$ cat src/rtl/wb_stage.sv
`timescale 1ns/1ps
`default_nettype none
// ============================================================================
// Module  : wb_stage
// Purpose : Writeback stage of the 8-bit RISC core. Selects one of NSRC
//           result sources, applies an extension/swap mode and holds the
//           result in a 2-entry skid buffer (head H, skid S) under a
//           valid/ready handshake. Provides a youngest-first forwarding
//           lookup and a wrapping 16-bit commit counter.
// Ports   : clk, rst_n (sync, active low)
//           in_valid/in_ready   upstream handshake (in_ready registered)
//           src_data, sel, mode sources, source select, result mode
//           we, waddr           write request and destination
//           out_ready           register-file port free
//           rf_we/rf_waddr/rf_wdata/out_valid  head entry to register file
//           fwd_raddr/fwd_hit/fwd_data         forwarding lookup
//           sel_err             pulse: accepted entry had sel >= NSRC
//           commit_cnt          number of completed register writes
// Revision: 1.0  initial release
// ============================================================================
module wb_stage #(
  parameter int DW      = 8,
  parameter int NSRC    = 4,
  parameter int AW      = 3,
  parameter bit ZERO_RO = 1'b1,
  parameter int SW      = (NSRC > 1) ? $clog2(NSRC) : 1
) (
  input  logic               clk,
  input  logic               rst_n,
  input  logic               in_valid,
  output logic               in_ready,
  input  logic [NSRC*DW-1:0] src_data,
  input  logic [SW-1:0]      sel,
  input  logic [1:0]         mode,
  input  logic               we,
  input  logic [AW-1:0]      waddr,
  input  logic               out_ready,
  output logic               rf_we,
  output logic [AW-1:0]      rf_waddr,
  output logic [DW-1:0]      rf_wdata,
  output logic               out_valid,
  input  logic [AW-1:0]      fwd_raddr,
  output logic               fwd_hit,
  output logic [DW-1:0]      fwd_data,
  output logic               sel_err,
  output logic [15:0]        commit_cnt
);

  localparam int c_HW = DW / 2;

  localparam logic [1:0] c_MODE_PASS = 2'b00;
  localparam logic [1:0] c_MODE_ZEXT = 2'b01;
  localparam logic [1:0] c_MODE_SEXT = 2'b10;
  localparam logic [1:0] c_MODE_SWAP = 2'b11;

  // Head entry
  logic          r_h_valid;
  logic          r_h_we;
  logic [AW-1:0] r_h_addr;
  logic [DW-1:0] r_h_data;
  // Skid entry
  logic          r_s_valid;
  logic          r_s_we;
  logic [AW-1:0] r_s_addr;
  logic [DW-1:0] r_s_data;

  logic          r_in_ready;
  logic          r_sel_err;
  logic [15:0]   r_commit_cnt;

  logic [DW-1:0]   w_sel_data;
  logic            w_sel_ok;
  logic [c_HW-1:0] w_lo;
  logic [c_HW-1:0] w_hi;
  logic [DW-1:0]   w_new_data;
  logic            w_new_we;
  logic            w_accept;
  logic            w_drain;
  logic            w_commit;
  logic            w_s_valid_nxt;
  logic            w_h_hit;
  logic            w_s_hit;

  // Source mux; an out-of-range select leaves the data at zero and flags it.
  always_comb begin
    w_sel_data = '0;
    w_sel_ok   = 1'b0;
    for (int k = 0; k < NSRC; k++) begin
      if (sel == SW'(k)) begin
        w_sel_data = src_data[k*DW +: DW];
        w_sel_ok   = 1'b1;
      end
    end
  end

  assign w_lo = w_sel_data[c_HW-1:0];
  assign w_hi = w_sel_data[DW-1:c_HW];

  always_comb begin
    w_new_data = w_sel_data;
    case (mode)
      c_MODE_PASS: w_new_data = w_sel_data;
      c_MODE_ZEXT: w_new_data = {{c_HW{1'b0}}, w_lo};
      c_MODE_SEXT: w_new_data = {{c_HW{w_lo[c_HW-1]}}, w_lo};
      c_MODE_SWAP: w_new_data = {w_lo, w_hi};
      default:     w_new_data = w_sel_data;
    endcase
  end

  // Register 0 is hard-wired when ZERO_RO is set, so such writes are dropped
  // at entry; this also keeps address 0 out of the forwarding match.
  assign w_new_we = we & w_sel_ok & ~(ZERO_RO & (waddr == '0));

  assign w_accept = in_valid & r_in_ready;
  assign w_drain  = r_h_valid & out_ready;
  assign w_commit = w_drain & r_h_we;

  // S fills only when H is stalled at accept, and empties when H drains.
  assign w_s_valid_nxt = r_s_valid ? ~w_drain : (w_accept & r_h_valid & ~w_drain);

  always_ff @(posedge clk) begin
    if (!rst_n) begin
      r_h_valid    <= 1'b0;
      r_h_we       <= 1'b0;
      r_h_addr     <= '0;
      r_h_data     <= '0;
      r_s_valid    <= 1'b0;
      r_s_we       <= 1'b0;
      r_s_addr     <= '0;
      r_s_data     <= '0;
      r_in_ready   <= 1'b0;
      r_sel_err    <= 1'b0;
      r_commit_cnt <= 16'd0;
    end else begin
      r_sel_err  <= w_accept & ~w_sel_ok;
      r_in_ready <= ~w_s_valid_nxt;
      if (w_commit) begin
        r_commit_cnt <= r_commit_cnt + 16'd1;
      end
      if (r_s_valid) begin
        // in_ready is low here, so no accept can coincide with this move.
        if (w_drain) begin
          r_h_we    <= r_s_we;
          r_h_addr  <= r_s_addr;
          r_h_data  <= r_s_data;
          r_s_valid <= 1'b0;
        end
      end else if (w_accept) begin
        if (!r_h_valid || w_drain) begin
          r_h_valid <= 1'b1;
          r_h_we    <= w_new_we;
          r_h_addr  <= waddr;
          r_h_data  <= w_new_data;
        end else begin
          r_s_valid <= 1'b1;
          r_s_we    <= w_new_we;
          r_s_addr  <= waddr;
          r_s_data  <= w_new_data;
        end
      end else if (w_drain) begin
        r_h_valid <= 1'b0;
      end
    end
  end

  // S is always the younger entry, so it wins the forwarding lookup.
  assign w_s_hit = r_s_valid & r_s_we & (r_s_addr == fwd_raddr);
  assign w_h_hit = r_h_valid & r_h_we & (r_h_addr == fwd_raddr);

  assign fwd_hit  = w_s_hit | w_h_hit;
  assign fwd_data = w_s_hit ? r_s_data : (w_h_hit ? r_h_data : '0);

  assign in_ready   = r_in_ready;
  assign out_valid  = r_h_valid;
  assign rf_we      = w_commit;
  assign rf_waddr   = r_h_addr;
  assign rf_wdata   = r_h_data;
  assign sel_err    = r_sel_err;
  assign commit_cnt = r_commit_cnt;

endmodule
`default_nettype wire

$ cat config.mk
export PLATFORM = sky130hd
export DESIGN_NAME = wb_stage
export DESIGN_NICKNAME = d
export VERILOG_FILES = /design/src/rtl/wb_stage.sv
export SDC_FILE = /design/constraint.sdc
export NUM_CORES = 1
export LEC_CHECK = 0
export CAP_MARGIN = 20
export CELL_PAD_IN_SITES_DETAIL_PLACEMENT = 2
export CELL_PAD_IN_SITES_GLOBAL_PLACEMENT = 2
export CORE_UTILIZATION = 27
export DETAILED_ROUTE_END_ITERATION = 12
export GPL_TIMING_DRIVEN = 1
export MAX_ROUTING_LAYER = met4
export PLACE_DENSITY = 0.93
export SYNTH_ARGS = -nofsm -noshare
export SYNTH_HDL_FRONTEND = slang
export SYNTH_SLANG_ARGS = --single-unit
$ cat constraint.sdc
create_clock -name clk -period 4.86 [get_ports clk]
set_input_delay 0.972 -clock clk [delete_from_list [all_inputs] [get_ports clk]]
set_output_delay 0.972 -clock clk [all_outputs]
set_load 0.1 [all_outputs]
# Word level (Yosys, flattened, before mapping)
# Cells that the tools add are included.
[totals]
register_bits = 44
latchBits = 0
n_memories = 0
wordCells = 83
input_bits = 47
mem_bits_ro = 0
mem_bits_rw = 0
[op_classes]
n_bitwise = 19
multipliers = 0
reduce_logical = 11
shifts = 0
n_mux = 31
n_eq_ne = 10
magnitude_cmp = 0
add_sub_neg = 1
n_div = 0
[ops]
columns = ["cell", "count"]
rows = [
  ["8-bit two-way mux", 10],
  ["8-bit one-hot mux with 4 select lines", 1],
  ["16-bit by 1-bit adder with 16-bit output (second input constant)", 1],
  ["1-bit two-way mux", 16],
  ["1-bit bitwise AND", 12],
  ["3-bit two-way mux", 4],
  ["3-bit AND reduction", 3],
  ["2-bit == test (second input constant)", 4],
  ["3-bit == test", 2],
  ["1-bit NOT", 6],
  ["2-bit nonzero test", 3],
  ["2-bit by 1-bit == test with 1-bit output (second input constant)", 2],
  ["2-bit logical NOT", 2],
  ["2-bit by 1-bit != test with 1-bit output (second input constant)", 2],
  ["3-bit logical NOT", 1],
  ["1-bit logical NOT", 1],
  ["1-bit logical OR", 1],
  ["1-bit bitwise OR", 1],
]

# Longest topological paths before layout
[depth]
word_depth = 10
depth_mapped = 6

# Least setup slack after synthesis
# OpenSTA, ideal clock, no wires.
[synth_path]
path_type = "reg2out"
from = "register r_h_valid (netlist: out_valid)"
to = "output port fwd_data[0]"
required_time_ns = 3.888
arrival_ns = 2.888
setup_slack_ns = 1.000
stages_incl_launch_ff = 6
cell_sequence = "dfxtp_1 buf_2 nand2_1 or4_1 nor2_2 a22o_1"
[synth_between]
elab_chain_len = 4
[synth_lines]
columns = ["item", "line", "text"]
rows = [
  ["start, declared", "57", "logic r_h_valid;"],
  ["start signal, assigned", "123", "r_h_valid <= 1'b0;"],
  ["start signal, assigned", "150", "r_h_valid <= 1'b1;"],
  ["start signal, assigned", "161", "r_h_valid <= 1'b0;"],
  ["1-bit bitwise AND (2 in a row)", "168", "assign w_h_hit = r_h_valid & r_h_we & (r_h_addr == fwd_raddr);"],
  ["8-bit two-way mux (2 in a row)", "171", "assign fwd_data = w_s_hit ? r_s_data : (w_h_hit ? r_h_data : '0);"],
  ["end, declared", "44", "output logic [DW-1:0] fwd_data,"],
]
# Every way passes these cells.

# Worst setup path after layout
[layout_path]
from = "input port fwd_raddr[2]"
to = "output port fwd_data[7]"
[layout_between]
elab_chain_len = 4
[layout_lines]
columns = ["item", "line", "text"]
rows = [
  ["start, declared", "42", "input logic [AW-1:0] fwd_raddr,"],
  ["3-bit == test", "168", ""],
  ["1-bit bitwise AND", "168", ""],
  ["8-bit two-way mux", "171", ""],
  ["8-bit two-way mux *", "171", ""],
]
# Every way passes the cells marked *; elsewhere a longest branch is shown, timed or not.

==> summary.md <==
| Metric | Value |
|---|---|
| Chip width | `95.1 microns` |
| Post-synth net total | `approximately 310` |
| Worst endpoint required time | `roughly 3.9 ns` |
| DR vias | `~2400` |
| Starting density of the core | `between 20% and 30%` |
| Multi-input gate area in the final layout | `1380 sq um` |
| Status | `finished clean` |
| Met2 Track Usage GR | `between 30% and 40%` |
| # resized after CTS | `0` |
| Sequential element share of the synthesized area | `37.6%` |
| Flops & latches, synth | `between 40 and 50` |
| LEAKAGE | `0.00119 uW` |
| Crit path max-delay family | `simple AND/OR/NAND/NOR gates` |
| Area grow syn2layout | `44.9%` |
| Hold crit path type | `flop to flop` |
| Met1 usage | `a little under a quarter` |
| Cell area after synthesis | `about 2300 sq um` |
| Clk_lat worst skew | `roughly 0.3 ns` |
| Pre-CTS setup slack | `about 0.86 ns` |
| Die Y | `between 90 and 100 microns` |
| Fillers | `926` |
| Post-CTS setup buffer count | `0` |
| Share of cells above drive strength 1 | `11.0%` |
| Syn Inst Count | `between 200 and 300` |
| Clock sinks | `44` |
| Post-DRT Antenna Nets | `0` |
| RR Endpoint | `commit_cnt[14]` |
| Largest net degree at the start of global routing | `28` |
| DRT iter0 DRCs | `66` |
| Worst R2R Start | `out_valid` |
| Kind of critical path | `input pin to output pin` |
| Ys flop type | `dfxtp_1` |
| Worst stage delay on the critical path | `roughly 0.57 ns` |
| Maximum buffer depth of the clock tree | `2` |
| DR WL/cell | `~18 microns` |
| CTS Buf Count | `5` |
| Crit path max-delay cell type | `or4_1` |
| Yosys warns | `0` |
| Reg2Reg Depth | `4` |
| EDFF count, synth | `0` |
| Final setup viols | `0` |
| Core area | `8300 sq um` |
| Minimum clock period | `4.00 ns` |
| Count of cell types in the netlist | `44` |
| Final WL | `~8300 microns` |
| Slew headroom | `31.9%` |
| Average size of a mapped cell | `between 8 and 9 sq um` |
| Setup TNS | `0 ns` |
| RSZ-0062 raised after global routing | `no` |
| Reg-to-reg setup timing slack | `roughly 2.9 ns` |
| Die area | `between 9000 and 10000 sq um` |
| Hpwl dp | `about 6500 microns` |
| PnR worst setup slack | `~0.86 ns` |
| Clk pin slew, worst setup/hold paths | `about 0.08 ns` |
| Crit end category | `output pin` |
| Nets | `between 300 and 400` |
| Worst Path Buf+Inv | `2` |
| Top cells by area in the synthesized netlist | `dfxtp_1 (38%), mux2i_1 (5.6%), mux4_2 (4.8%)` |
| DRC viols | `0` |
| Fmax | `roughly 250 MHz` |
| Hold worst-path end | `r_s_we` |
| Gp weighted congestion | `between 0.7 and 0.8` |
| GRT met3 Usage | `2.71%` |
| Synth top area share | `37.6%` |
| CTS tree | `done` |
| Row Count | `33` |
| Buffers on Ports | `86` |
| Clock Skews | `0.00209 ns` |
| Drt pass-1 iters | `4` |
| CP Data Arrival Time | `around 3.0 ns` |
| Period Utilization, post-route | `about 80%` |
| First-pass GRT wire length | `between 10000 and 15000 microns` |
| Max Transition Viols Final | `0` |
| CTS Hold Buffers Added | `0` |
| Pwr dens | `253 nW/um^2` |
| Asr flop ratio synth | `0%` |
| CP startpoint kind | `input pin` |
| Antenna violations before repair | `0` |
| HP Start | `r_s_we` |
| Vias/cell | `~5.4` |
| GRT Util Overall | `about a fifth` |
| Ports | `87` |
| Critical-path maximum fanout | `8` |
| Max_cap viols | `0` |
| Least-Margin Pin Slew | `approximately 1.0 ns` |
| CTS H-tree lvls | `2` |
| GRT Residual Overflow | `0` |
| Ant. Diodes | `0` |
| Vias in the first global route | `2585` |
| CTS root buf | `clkbuf_8` |
| FF/Latch Area | `881 sq um` |
| Leading area contributor after synthesis | `dfxtp_1` |
| Gr busiest metal | `met2` |
| Final Hold Viols | `0` |
| WHS Path Cells | `2` |
| Crit-path cells | `clkdlybuf4s50_1, xor2_1, or4_1, nor2_2, a22o_1, buf_4` |
| Peak supply drop | `roughly 0.12 mV` |
[tightest hold or removal path: stages (launching register included)]
cell and delay (ns):
dfxtp_1 0.32, nand2b_1 0.06, a21oi_1 0.06
[cell type report]
class / instances / share of cell area [%]
Clock inverter: 2 / 1.03
Inverter: 6 / 0.664
Timing Repair Buffer: 91 / 25.8
Multi-Input combinational cell: 197 / 40.6
Tap cell: 105 / 3.87
Sequential cell: 44 / 26.0
Clock buffer: 6 / 2.14
[report_power, final]
group	internal, uW	switching, uW	leakage (uW)
clock network	153	132	0.0000552
logic	76.4	114	0.000777
registers	370	11.8	0.000357
[registers in the layout, summed over array words and instances (netlist names)]
register / count
in_ready: 1
rf_waddr: 3
r_s_we: 1
r_h_we: 1
out_valid: 1
sel_err: 1
r_s_addr: 3
commit_cnt: 16
r_s_data: 8
r_s_valid: 1
rf_wdata: 8
[Yosys cell counts, types with 6 or more instances]
master / number
a21oi_1: 15
a22o_1: 9
nand4_1: 8
nor2_1: 19
o21ai_0: 15
nand2_1: 21
nand3_1: 10
mux2_2: 6
clkbuf_1: 8
dfxtp_1: 44
xor2_1: 12
mux2i_1: 13
[layer usage]
| metal | up-vias | part of all wire, % |
|---|---|---|
| met4 | 0 | 1.7 |
| li1 | 1140 | - |
| met2 | 44 | 52 |
| met3 | 19 | 2.7 |
| met1 | 1212 | 44 |
| met5 | - | 0 |
[kinds of logic after synthesis]
| group | synth area share, % |
|---|---|
| compound gates | 18.3 |
| other cells | 0.160 |
| buf+inv | 3.80 |
| mux | 13.3 |
| flops | 37.6 |
| simple gates | 20.6 |
| fa+ha+maj | 0.535 |
| xor+xnor | 5.62 |
[worst max path at each step]
stage / startpoint / endpoint / slack [ns] / depth (start not counted)
6_report: fwd_raddr[2] / fwd_data[7] / 0.86 / 6
5_1_grt: fwd_raddr[2] / fwd_data[7] / 0.79 / 6
2_1_floorplan: out_valid / fwd_data[0] / 1.00 / 5
4_1_cts: fwd_raddr[2] / fwd_data[7] / 0.86 / 6
3_5_place_dp: fwd_raddr[2] / fwd_data[7] / 0.86 / 6
3_3_place_gp: fwd_raddr[2] / fwd_data[0] / 0.92 / 6
[stage by stage]
step | instance area (sq um) | total power (uW) | instances | hold WS [ns] | util [%]
3_5_place_dp | 3280 | 581 | 443 | 0.468 | 39.6
4_1_cts | 3390 | 864 | 451 | 0.481 | 40.9
5_1_grt | 3390 | 890 | 451 | 0.501 | 40.9
6_report | 3390 | 858 | 451 | 0.480 | 40.9
3_3_place_gp | 3280 | 573 | 443 | 0.454 | 39.6
2_1_floorplan | 2340 | 503 | 263 | 0.450 | -
[layout by cell type, fill, tap and decap left out, drive strengths merged, types with 5 or more instances in the layout]
cell type,instances
nand4,9
buf,15
clkbuf,6
inv,5
mux2i,13
a22o,9
and3,5
nand2,21
a21oi,15
nand2b,5
mux4,5
xor2,12
o21ai,15
clkdlybuf4s50,76
dfxtp,44
nand3,10
nor2,20
mux2,6
Note: power is estimated with default switching activity, not from simulation.
